File: config.mk
export PLATFORM = sky130hd
export DESIGN_NAME = pattern_sig_engine
export DESIGN_NICKNAME = d
export VERILOG_FILES = /design/src/rtl/sig_pkg.sv /design/src/rtl/misr32.sv /design/src/rtl/pattern_sig_engine.sv
export SDC_FILE = /design/constraint.sdc
export NUM_CORES = 1
export LEC_CHECK = 0
export BUFFER_PORTS_ARGS = -buffer_cell sky130_fd_sc_hd__buf_2
export CAP_MARGIN = 20
export CELL_PAD_IN_SITES_DETAIL_PLACEMENT = 1
export CELL_PAD_IN_SITES_GLOBAL_PLACEMENT = 1
export CORE_MARGIN = 1.5
export CORE_UTILIZATION = 35
export DETAILED_ROUTE_END_ITERATION = 12
export GPL_TIMING_DRIVEN = 1
export MAX_ROUTING_LAYER = met4
export PLACE_DENSITY_LB_ADDON = 0.1
export SYNTH_ARGS = -nofsm -noshare
export SYNTH_HDL_FRONTEND = slang
export SYNTH_SLANG_ARGS = --single-unit
File: constraint.sdc
create_clock -name clk -period 1.95 [get_ports clk]
set_clock_uncertainty 0.05 [all_clocks]
set_input_delay 0.39 -clock clk [delete_from_list [all_inputs] [get_ports clk]]
set_output_delay 0.39 -clock clk [all_outputs]
set_load 0.01 [all_outputs]
File: src/rtl/sig_pkg.sv
// Shared definitions for the pattern/signature engine.
//   state_e     : run-control FSM states
//   LFSR_TAP_*  : feedback taps of the x^33+x^20+1 Fibonacci LFSR
//   MISR_POLY   : CRC-32 polynomial used by the signature register
//   *_W_DEF     : widths of the hidden-case netlists (33 in, 25 out)
package sig_pkg;

  typedef enum logic [1:0] {
    ST_IDLE  = 2'd0,
    ST_RUN   = 2'd1,
    ST_DRAIN = 2'd2,
    ST_DONE  = 2'd3
  } state_e;

  localparam int LFSR_TAP_HI = 32;
  localparam int LFSR_TAP_LO = 19;

  localparam logic [31:0] MISR_POLY = 32'h04C11DB7;

  localparam int IN_W_DEF  = 33;
  localparam int OUT_W_DEF = 25;

endpackage

File: src/rtl/misr32.sv
// Multiple-input signature register.
//   clk, rst : clock, synchronous active-high reset (clears the signature)
//   clr_i    : synchronous clear, wins over en_i
//   en_i     : absorb data_i this cycle
//   data_i   : response word, zero-extended to SIG_W
//   sig_o    : current signature
module misr32
  import sig_pkg::*;
#(
  parameter int OUT_W = OUT_W_DEF,
  parameter int SIG_W = 32
) (
  input  logic             clk,
  input  logic             rst,
  input  logic             clr_i,
  input  logic             en_i,
  input  logic [OUT_W-1:0] data_i,
  output logic [SIG_W-1:0] sig_o
);

  logic [SIG_W-1:0] sig_q;
  logic [SIG_W-1:0] sig_d;

  always_comb begin
    sig_d = sig_q;
    if (clr_i) begin
      sig_d = '0;
    end else if (en_i) begin
      // Shift left, fold the MSB back through the polynomial, then mix in data.
      sig_d = {sig_q[SIG_W-2:0], 1'b0}
            ^ (sig_q[SIG_W-1] ? SIG_W'(MISR_POLY) : '0)
            ^ SIG_W'(data_i);
    end
  end

  always_ff @(posedge clk) begin
    if (rst) begin
      sig_q <= '0;
    end else begin
      sig_q <= sig_d;
    end
  end

  assign sig_o = sig_q;

endmodule

File: src/rtl/pattern_sig_engine.sv
// Stimulus/response stage around a combinational netlist under test.
// An LFSR drives pat_o; the netlist answer on resp_i is registered and
// compacted into a MISR signature over num_pat_i patterns.
//   clk, rst     : clock, synchronous active-high reset
//   start_i      : begin a run (only honoured in IDLE or DONE)
//   num_pat_i    : pattern count, sampled when start is accepted
//   hold_i       : stall pattern issue while in RUN
//   abort_i      : return to IDLE from any state (highest priority)
//   pat_o        : pattern driven to the netlist
//   pat_vld_o    : pat_o is a counted pattern this cycle
//   resp_i       : netlist response, combinational from pat_o
//   busy_o       : RUN or DRAIN
//   done_o       : signature is final
//   sig_o        : MISR value
//   cnt_o        : patterns issued so far
//   dbg_state_o  : FSM state for observation
//
// Handshake: a pattern counts exactly in the cycles where pat_vld_o=1; its
// response is captured at the closing edge and absorbed one edge later.
module pattern_sig_engine
  import sig_pkg::*;
#(
  parameter int              IN_W  = IN_W_DEF,
  parameter int              OUT_W = OUT_W_DEF,
  parameter int              SIG_W = 32,
  parameter int              CNT_W = 16,
  parameter logic [IN_W-1:0] SEED  = 33'h1
) (
  input  logic             clk,
  input  logic             rst,
  input  logic             start_i,
  input  logic [CNT_W-1:0] num_pat_i,
  input  logic             hold_i,
  input  logic             abort_i,
  output logic [IN_W-1:0]  pat_o,
  output logic             pat_vld_o,
  input  logic [OUT_W-1:0] resp_i,
  output logic             busy_o,
  output logic             done_o,
  output logic [SIG_W-1:0] sig_o,
  output logic [CNT_W-1:0] cnt_o,
  output state_e           dbg_state_o
);

  // An all-zero LFSR would lock up, so a zero seed becomes 1.
  localparam logic [IN_W-1:0] SEED_FIX =
    (SEED == '0) ? {{(IN_W-1){1'b0}}, 1'b1} : SEED;

  state_e           state_q,    state_d;
  logic [IN_W-1:0]  lfsr_q,     lfsr_d;
  logic [CNT_W-1:0] cnt_q,      cnt_d;
  logic [CNT_W-1:0] target_q,   target_d;
  logic [OUT_W-1:0] resp_q,     resp_d;
  logic             resp_vld_q, resp_vld_d;

  logic             pat_vld;
  logic             misr_clr;
  logic             misr_en;
  logic [CNT_W-1:0] cnt_inc;

  assign cnt_inc = cnt_q + CNT_W'(1);

  always_comb begin
    state_d    = state_q;
    lfsr_d     = lfsr_q;
    cnt_d      = cnt_q;
    target_d   = target_q;
    resp_d     = resp_q;
    resp_vld_d = 1'b0;
    pat_vld    = 1'b0;
    misr_clr   = 1'b0;
    misr_en    = 1'b0;

    if (abort_i) begin
      // Signature and count are frozen as they stand.
      state_d = ST_IDLE;
    end else begin
      case (state_q)
        ST_IDLE, ST_DONE: begin
          if (start_i) begin
            lfsr_d   = SEED_FIX;
            cnt_d    = '0;
            target_d = num_pat_i;
            misr_clr = 1'b1;
            state_d  = (num_pat_i == '0) ? ST_DONE : ST_RUN;
          end
        end
        ST_RUN: begin
          // The previous cycle's response is absorbed even while stalled.
          misr_en = resp_vld_q;
          if (!hold_i) begin
            pat_vld    = 1'b1;
            resp_d     = resp_i;
            resp_vld_d = 1'b1;
            lfsr_d     = {lfsr_q[IN_W-2:0], lfsr_q[LFSR_TAP_HI] ^ lfsr_q[LFSR_TAP_LO]};
            cnt_d      = cnt_inc;
            if (cnt_inc == target_q) begin
              state_d = ST_DRAIN;
            end
          end
        end
        ST_DRAIN: begin
          misr_en = resp_vld_q;
          state_d = ST_DONE;
        end
        default: state_d = ST_IDLE;
      endcase
    end
  end

  always_ff @(posedge clk) begin
    if (rst) begin
      state_q    <= ST_IDLE;
      lfsr_q     <= SEED_FIX;
      cnt_q      <= '0;
      target_q   <= '0;
      resp_q     <= '0;
      resp_vld_q <= 1'b0;
    end else begin
      state_q    <= state_d;
      lfsr_q     <= lfsr_d;
      cnt_q      <= cnt_d;
      target_q   <= target_d;
      resp_q     <= resp_d;
      resp_vld_q <= resp_vld_d;
    end
  end

  misr32 #(
    .OUT_W (OUT_W),
    .SIG_W (SIG_W)
  ) u_misr (
    .clk    (clk),
    .rst    (rst),
    .clr_i  (misr_clr),
    .en_i   (misr_en),
    .data_i (resp_q),
    .sig_o  (sig_o)
  );

  assign pat_o       = lfsr_q;
  assign pat_vld_o   = pat_vld;
  assign busy_o      = (state_q == ST_RUN) || (state_q == ST_DRAIN);
  assign done_o      = (state_q == ST_DONE);
  assign cnt_o       = cnt_q;
  assign dbg_state_o = state_q;

endmodule

After elaboration in Yosys (flattened, before gate mapping):

Cells that the tools add are included.

* add/sub/neg operators: 1
* equal/unequal tests: 7
* mux-type cells: 20
* bitwise operators: 5
* reductions and logical operators: 12

Operators with widths (count)
* two-way mux 33 bit: 2
* case mux 33 bit (2 select lines): 1
* two-way mux 16 bit: 2
* case mux 16 bit (2 select lines): 1
* bitwise XOR 32 x 25 -> 32 bit: 1
* bitwise XOR 32 bit: 1
* two-way mux 27 bit: 1
* adder 16 x 1 -> 16 bit (second input constant): 1
* == test 16 bit: 1
* logical NOT 16 bit: 1
* AND reduction 3 bit: 3
* two-way mux 1 bit: 8
* two-way mux 2 bit: 4
* OR reduction 2 bit: 4
* inequality test 2 bit (second input constant): 3
* case mux 2 bit (3 select lines): 1
* == test 2 bit (second input constant): 2
* AND reduction 4 bit: 1
* == test 2 x 1 -> 1 bit (second input constant): 1
* logical NOT 2 bit: 1
* NOT 1 bit: 2
* nonzero test 2 bit: 1
* logical OR 1 bit: 1
* bitwise XOR 1 bit: 1

* register bits: 125
* input port bits: 46
* output and inout bits: 86
* logic and storage cells: 52

Depth between registers and ports, before layout:

Gate-level depths: netlist of the first run.

* depth after elaboration: 5
* depth in mapped cells: 11
* mapped depth without buffers: 9

By module:

Synthesis of the first run repeated with hierarchy kept, for this count alone.

* cells, all modules: 690
* area total of the unflattened synthesis: 5661.7 µm²

Modules (own cells, without submodules)
* pattern_sig_engine: instances 1, cells an instance 542, area an instance 4129.0 µm², sequential area each 1861.8 µm²
* misr32: instances 1, cells an instance 148, area an instance 1532.7 µm², sequential area each 640.6 µm²

Least setup slack after synthesis of the first run:

OpenSTA, ideal clock, no wires.

* path kind: reg-to-reg
* from: register cnt_q[0], in the netlist cnt_o[0]
* to: register state_q[0], in the netlist dbg_state_o[0]
* library setup time: 0.072 ns
* arrival time: 1.924 ns
* required time: 1.828 ns
* setup slack: -0.096 ns
* cell stages (with the launch flop): 9
* path buffers: 0
* period minus slack after synthesis: 2.046 ns
* path through: dfxtp_1 > ha_1 > and3_2 > nand3_1 > xnor2_1 > nor4_1 > nand4_1 > o2bb2ai_2 > mux2i_1

* cells in the longest elaborated chain, start to end: 4

Ends and longest elaborated chain
* from (decl): line pattern_sig_engine.sv:51 `logic [CNT_W-1:0] cnt_q, cnt_d;`
* from (signal assigned): line pattern_sig_engine.sv:122 `cnt_q <= cnt_d;`
* adder 16 x 1 -> 16 bit: line pattern_sig_engine.sv:61 `assign cnt_inc = cnt_q + CNT_W'(1);`
* == test 16 bit: line pattern_sig_engine.sv:97 `if (cnt_inc == target_q) begin`
* inequality test 2 bit (no source line)
* AND reduction 3 bit (no source line)
* to (signal assigned): line pattern_sig_engine.sv:120 `state_q <= state_d;`
* to (decl): line pattern_sig_engine.sv:49 `state_e state_q, state_d;`

Every way passes these cells.
A chain may end at the register's enable or synchronous reset.

Worst setup path after layout of the first run:

* from: register cnt_q[6], in the netlist cnt_o[6]
* to: register state_q[1], in the netlist dbg_state_o[1]

Same word-level chain as after synthesis.

==> out/metrics.cfg, run 1 <==
[floorplan]
die_w_um = 128
dieHeight_um = 128
die_area_mm2 = 0.0165
start_util = 0.361
ios = 132
rows = 45
core_area_mm2 = 0.0153

[sta]
fin_crit_sh = 1.06
finalHoldViolations = 0
whs_ns = 0.163
setup_violations = 2
max_freq_mhz = 483
maxSlewHeadroom = 0.627
rsz0062_at_grt = true
drv_slew = 0
period_minus_slack_ns = 2.07
tightest_slew_ns = 0.558
timing.final.ws_setup_ns = -0.122

[synth]
synth.avg_cell_area_um2 = 7.86
synth.most_common_cell = nand2_1
synth_edf_count = 0
synth_nets = 752
seq_area_frac_synth = 0.454
synth_seq_cells = 125
yosysTopAreaCell = dfxtp_1
ys_top_cells_by_area = dfxtp_1 (45%), nand2_1 (12%), a21oi_1 (10%)
synth-main-ff-cell = dfxtp_1
synthArstFlopShare = 0
synthesis.area_mm2 = 0.00551
synth.top_cell.area_share = 0.454
yosys_warnings = 0
syn-instance-count = 701
synth_cell_type_count = 40
yosys-top-cells-count = nand2_1 (183), dfxtp_1 (125), a21oi_1 (110), xnor2_1 (53), nand3_1 (44)

[cells_and_area]
area_growth_pct = 36.1
nets = 912
utilization = 0.491
diodes = 0
drive_above_1_share = 0.305

[cts]
clock_sinks = 125
hold_buffers = 0
cts_buffer_depth = 2
clk_pin_slew_ns = 0.05
clk_latency_ns = 0.41
cts_tree = done
cts_root_buf = clkbuf_16
htreeDepth = 4
numCtsBuffers = 17

[global_routing]
grt_usage = 0.222
grt_pass1_wl_um = 27900
grt_overflow = 0
first_global_vias = 5543
grt_max_degree = 55
antenna_found_initial = 0

[setup_path]
timing.critical_path.from = cnt_o[6]
r2r_setup_slack_ns = -0.12
endpoint_kind = flop
worstPathArrival_ns = 2.35
worst_r2r_startpoint = cnt_o[6]
required_ns = 2.23
reg2reg_depth = 7
crit_path_start_kind = flop
rr_endpoint = dbg_state_o[1]
worst-setup-path-type = flop to flop
endpoint = dbg_state_o[1]
crit_fanout = 3

[outcome]
violations = negative setup slack
status = finished, violations left

[place]
gp_congestion = 0.875
dp_hpwl_um = 12100
placement.io_buffers = 131

[power_and_ir_drop]
leakagePower_nw = 2.95
fin_total_pwr_w = 0.00615
power_density_mw_per_mm2 = 820
ir_drop_mv = 0.606

[detailed_routing]
post-route-drc-count = 0
dr.pass1.iters = 4
drt_iter0_markers = 271
routedWlPerCell_um = 16.6
vias_per_cell = 5.04
wl_um = 18000
num_vias = 5471
ant_nets = 0

[hold_path]
hp-class = input port to flop

[run]
maxCapViolations = 0

==> final cells by class <==
cell class	count	area (um^2)
inverters	5	26.3
multi-input cells	521	2890
clock buffers	21	480
flip-flops and latches	125	2520
repair buffers	191	1230
fillers	1856	7760
clock inverters	11	90.1
well taps	211	264
==> placed cells by master, fill, tap and decap left out, types with 14 or more instances in the layout <==
master / synthesis / layout
nand2_1: 183 / 180
buf_2: 4 / 131
dfxtp_1: 125 / 113
a21oi_1: 110 / 109
xnor2_1: 53 / 53
buf_4: 3 / 48
nand3_1: 44 / 44
nor2_1: 38 / 37
clkbuf_16: 0 / 18
a211oi_1: 14 / 14
==> worst min path at each step <==
stage | startpoint | endpoint | slack, ns | cells past startpoint
2_1_floorplan | target_q[0] | target_q[0] | 0.39 | 2
3_3_place_gp | pat_o[24] | pat_o[24] | 0.40 | 2
3_5_place_dp | pat_o[15] | pat_o[15] | 0.41 | 2
4_1_cts | resp_i[8] | resp_q[8] | 0.15 | 3
5_1_grt | resp_i[2] | resp_q[2] | 0.17 | 3
6_report | resp_i[8] | resp_q[8] | 0.16 | 3
==> critical path: stages, from the launching register on <==
cell	delay (ns)
dfxtp_2	0.35
nand4_1	0.15
or4_4	0.57
xnor2_1	0.16
a21oi_1	0.15
nand4_1	0.13
o2bb2ai_2	0.22
mux2i_1	0.21
==> logic make-up after synthesis <==
group / count (synthesis) / share of synthesized area
AND/OR/NAND/NOR: 316 / 0.253
multiplexers: 2 / 0.00363
AO/OA/AOI/OAI: 137 / 0.137
flip-flops: 125 / 0.454
buffers and inverters: 55 / 0.0432
XOR/XNOR: 61 / 0.0970
adder cells (fa/ha/maj): 5 / 0.0114
==> what timing repair did <==
item                       in CTS  in global routing
pin swaps                       4                  8
setup buffers                   0                  4
gates resized for setup        15                 23
setup endpoints to repair      14                 63
gates cloned                    0                  2
==> routing by layer <==
metal	GRT usage	part of all wire
met1	0.264	0.45
met2	0.368	0.49
met3	0.0416	0.040
met4	0.0978	0.025
met5	-	0
==> per-stage QoR <==
step           setup WS [ns]  area (um^2)  std cells  setup TNS [ns]
2_1_floorplan        -0.0319         5560        701         -0.0638
3_5_place_dp          -0.140         6720       1047          -0.596
5_1_grt               -0.255         7500       1085          -0.531
3_3_place_gp         -0.0190         6720       1047         -0.0374
6_report              -0.122         7500       1085          -0.223
4_1_cts              -0.0917         7330       1079          -0.181
==> where the power goes <==
part | switching (W) | internal (W) | total (W)
clock network | 0.00116 | 0.00188 | 0.00304
logic | 0.000308 | 0.000192 | 0.000501
registers | 0.0000267 | 0.00259 | 0.00261
total | 0.00150 | 0.00465 | 0.00615
==> state kept, by name (all words and copies together), names as in the netlist <==
signal and flops:
cnt_o 16, dbg_state_o 2, pat_o 33, resp_q 25
resp_vld_q 1, target_q 16, u_misr.sig_o 32
No activity file was read; power rests on OpenSTA's default activity.
==> inputs of run 2 (changes only) <==
--- a/config.mk
+++ b/config.mk
@@ -15,6 +15,7 @@
 export GPL_TIMING_DRIVEN = 1
 export MAX_ROUTING_LAYER = met4
 export PLACE_DENSITY_LB_ADDON = 0.1
+export SETUP_SLACK_MARGIN = 0.2
 export SYNTH_ARGS = -nofsm -noshare
 export SYNTH_HDL_FRONTEND = slang
 export SYNTH_SLANG_ARGS = --single-unit
==> out/metrics.cfg, run 2 (synthesis results as in run 1) <==
[outcome]
status = finished, violations left
violations = negative setup slack

[power_and_ir_drop]
ir_drop_mv = 0.625  ; +3.1%
pwr-share-comb = 0.119  ; +0.038
pwr-share-clk = 0.463  ; -0.031
p_sw_w = 0.00157  ; +4.9%
seq_power_share = 0.418  ; -0.007
power_density_mw_per_mm2 = 735  ; -10%
switching_share = 0.252  ; +0.00808
internal_power_w = 0.00467  ; +0.45%
leakagePower_nw = 3.35  ; +14%

[global_routing]
grt_pass1_wl_um = 28100  ; +0.94%
first_global_vias = 5513  ; -0.54%
grt_overflow = 0  ; unchanged
antenna_found_initial = 0  ; unchanged
grt_usage = 0.223  ; +0.000730
grt_max_degree = 47  ; -15%

[cts]
htreeDepth = 4  ; unchanged
cts_root_buf = clkbuf_16
hold_buffers = 0  ; unchanged
clock_sinks = 125  ; unchanged
clk_pin_slew_ns = 0.06  ; about the same
cts_tree = done
numCtsBuffers = 17  ; unchanged
cts_buffer_depth = 2  ; unchanged
clk_latency_ns = 0.41  ; about the same

[detailed_routing]
vias_per_cell = 5.09  ; +1.0%
post-route-drc-count = 0  ; unchanged
ant_nets = 0  ; unchanged
dr.pass1.iters = 4  ; unchanged
wl_um = 20100  ; +12%
num_vias = 5655  ; +3.4%
drt_iter0_markers = 243  ; -10%
routedWlPerCell_um = 18.1  ; +9.3%

[sta]
fin_crit_sh = 1.06  ; -0.00674
finalHoldViolations = 0  ; unchanged
setup_tns_ns = -0.232  ; -0.00901 ns
max_freq_mhz = 486  ; +0.64%
whs_ns = 0.165  ; +0.00194 ns
tightest_slew_ns = 0.638  ; +0.0794 ns
timing.final.ws_setup_ns = -0.108  ; +0.0131 ns
period_minus_slack_ns = 2.06  ; -0.0131 ns
drv_slew = 0  ; unchanged
rsz0062_at_grt = true
maxSlewHeadroom = 0.575  ; -0.0524
setup_violations = 3  ; +1

[place]
dp_hpwl_um = 11900  ; -1.4%
gp_congestion = 0.907  ; +3.6%
postPlaceCellArea_mm2 = 0.00668  ; -0.47%
placement.io_buffers = 131  ; unchanged
dp_slack_ns = -0.169  ; -0.0285 ns

[setup_path]
crit_path_start_kind = flop
crit_fanout = 5  ; +2
reg2reg_depth = 8  ; +1
r2r_setup_slack_ns = -0.11  ; about the same
worst_r2r_startpoint = cnt_o[1]
worst-setup-path-type = flop to flop
rr_endpoint = dbg_state_o[0]
worstPathArrival_ns = 2.34  ; about the same
required_ns = 2.23  ; about the same
endpoint_kind = flop

[floorplan]
start_util = 0.361  ; unchanged
die_area_mm2 = 0.0165  ; unchanged
core_area_mm2 = 0.0153  ; unchanged
rows = 45  ; unchanged
die_w_um = 128  ; unchanged
dieHeight_um = 128  ; unchanged
ios = 132  ; unchanged

[cells_and_area]
largest_reg_flops = 33  ; unchanged
nets = 937  ; +2.7%
drive_above_1_share = 0.435  ; +0.129
area_growth_pct = 54.3
layout_common_cells = nand2_1 (141), buf_2 (129), dfxtp_1 (111), a21oi_1 (64), xnor2_1 (51)
mostFrequentLayoutCell = nand2_1
diodes = 0  ; unchanged
fin_area_mm2 = 0.00850  ; +13%

[hold_path]
worstHoldEndpoint = resp_q[18]
hold_path_depth = 3  ; unchanged
hold_start = resp_i[18]
hp-class = input port to flop

[run]
maxCapViolations = 0  ; unchanged

-- run 2: cell types whose count changed in the layout (fill, tap and decap cells not counted), sizes merged --
| cell | previous run | this run |
|---|---|---|
| buf | 190 | 205 |
| bufinv | 1 | 0 |
| clkbuf | 22 | 35 |
| clkinv | 9 | 5 |
| clkinvlp | 1 | 0 |
| nand2b | 4 | 7 |
-- run 2: worst max-delay path by stage --
stage / start / end / slack (ns) / cells after the start
4_1_cts: cnt_o[1] / dbg_state_o[0] / -0.05 / 8
6_report: cnt_o[1] / dbg_state_o[0] / -0.11 / 8
3_5_place_dp: cnt_o[0] / dbg_state_o[0] / -0.17 / 8
2_1_floorplan: cnt_o[4] / dbg_state_o[0] / -0.03 / 8
5_1_grt: cnt_o[1] / dbg_state_o[1] / -0.23 / 8
3_3_place_gp: cnt_o[0] / dbg_state_o[0] / -0.09 / 8
-- run 2: through the flow --
stage,instances,total power (W),util
floorplan,701,0.00295,-
global placement,1043,0.00310,0.438
detailed placement,1043,0.00311,0.438
CTS,1082,0.00603,0.483
global route,1110,0.00648,0.557
finish,1110,0.00624,0.557
-- run 2: what timing repair did --
item | 4_1_cts | 5_1_grt
resized for setup | 28 | 185
gates cloned | 1 | 14
buffers inserted | 6 | 14
endpoints found under the setup margin | 52 | 106
pin swaps | 12 | 66
-- run 2: cell type report --
class / count / area (um^2)
Fill cell: 1810 / 6760
Multi-Input combinational cell: 524 / 3540
Sequential cell: 125 / 2530
Timing Repair Buffer: 213 / 1600
Clock buffer: 27 / 504
Tap cell: 211 / 264
Inverter: 5 / 31.3
Clock inverter: 5 / 30.0
-- run 2: power groups by stage --
stage          clock network, W  registers, W  logic, W
2_1_floorplan                 0       0.00266  0.000289
3_3_place_gp                  0       0.00266  0.000435
3_5_place_dp                  0       0.00266  0.000442
4_1_cts                 0.00295       0.00261  0.000467
5_1_grt                 0.00308       0.00261  0.000787
6_report                0.00289       0.00261  0.000740
-- run 2: layer usage --
layer	global-route usage	vias to the layer above	wire, um
met5	-	-	0
met4	0.0787	0	262
met3	0.0503	25	884
met2	0.381	130	10600
met1	0.257	2770	8380
li1	-	2730	-
-- run 2: worst max-delay path: stages (launching register included) --
cell	delay [ns]
dfxtp_4	0.37
ha_4	0.16
and3_4	0.23
nand3_4	0.08
xnor2_2	0.16
nor4_2	0.32
nand4_1	0.19
o2bb2ai_2	0.23
mux2i_1	0.20
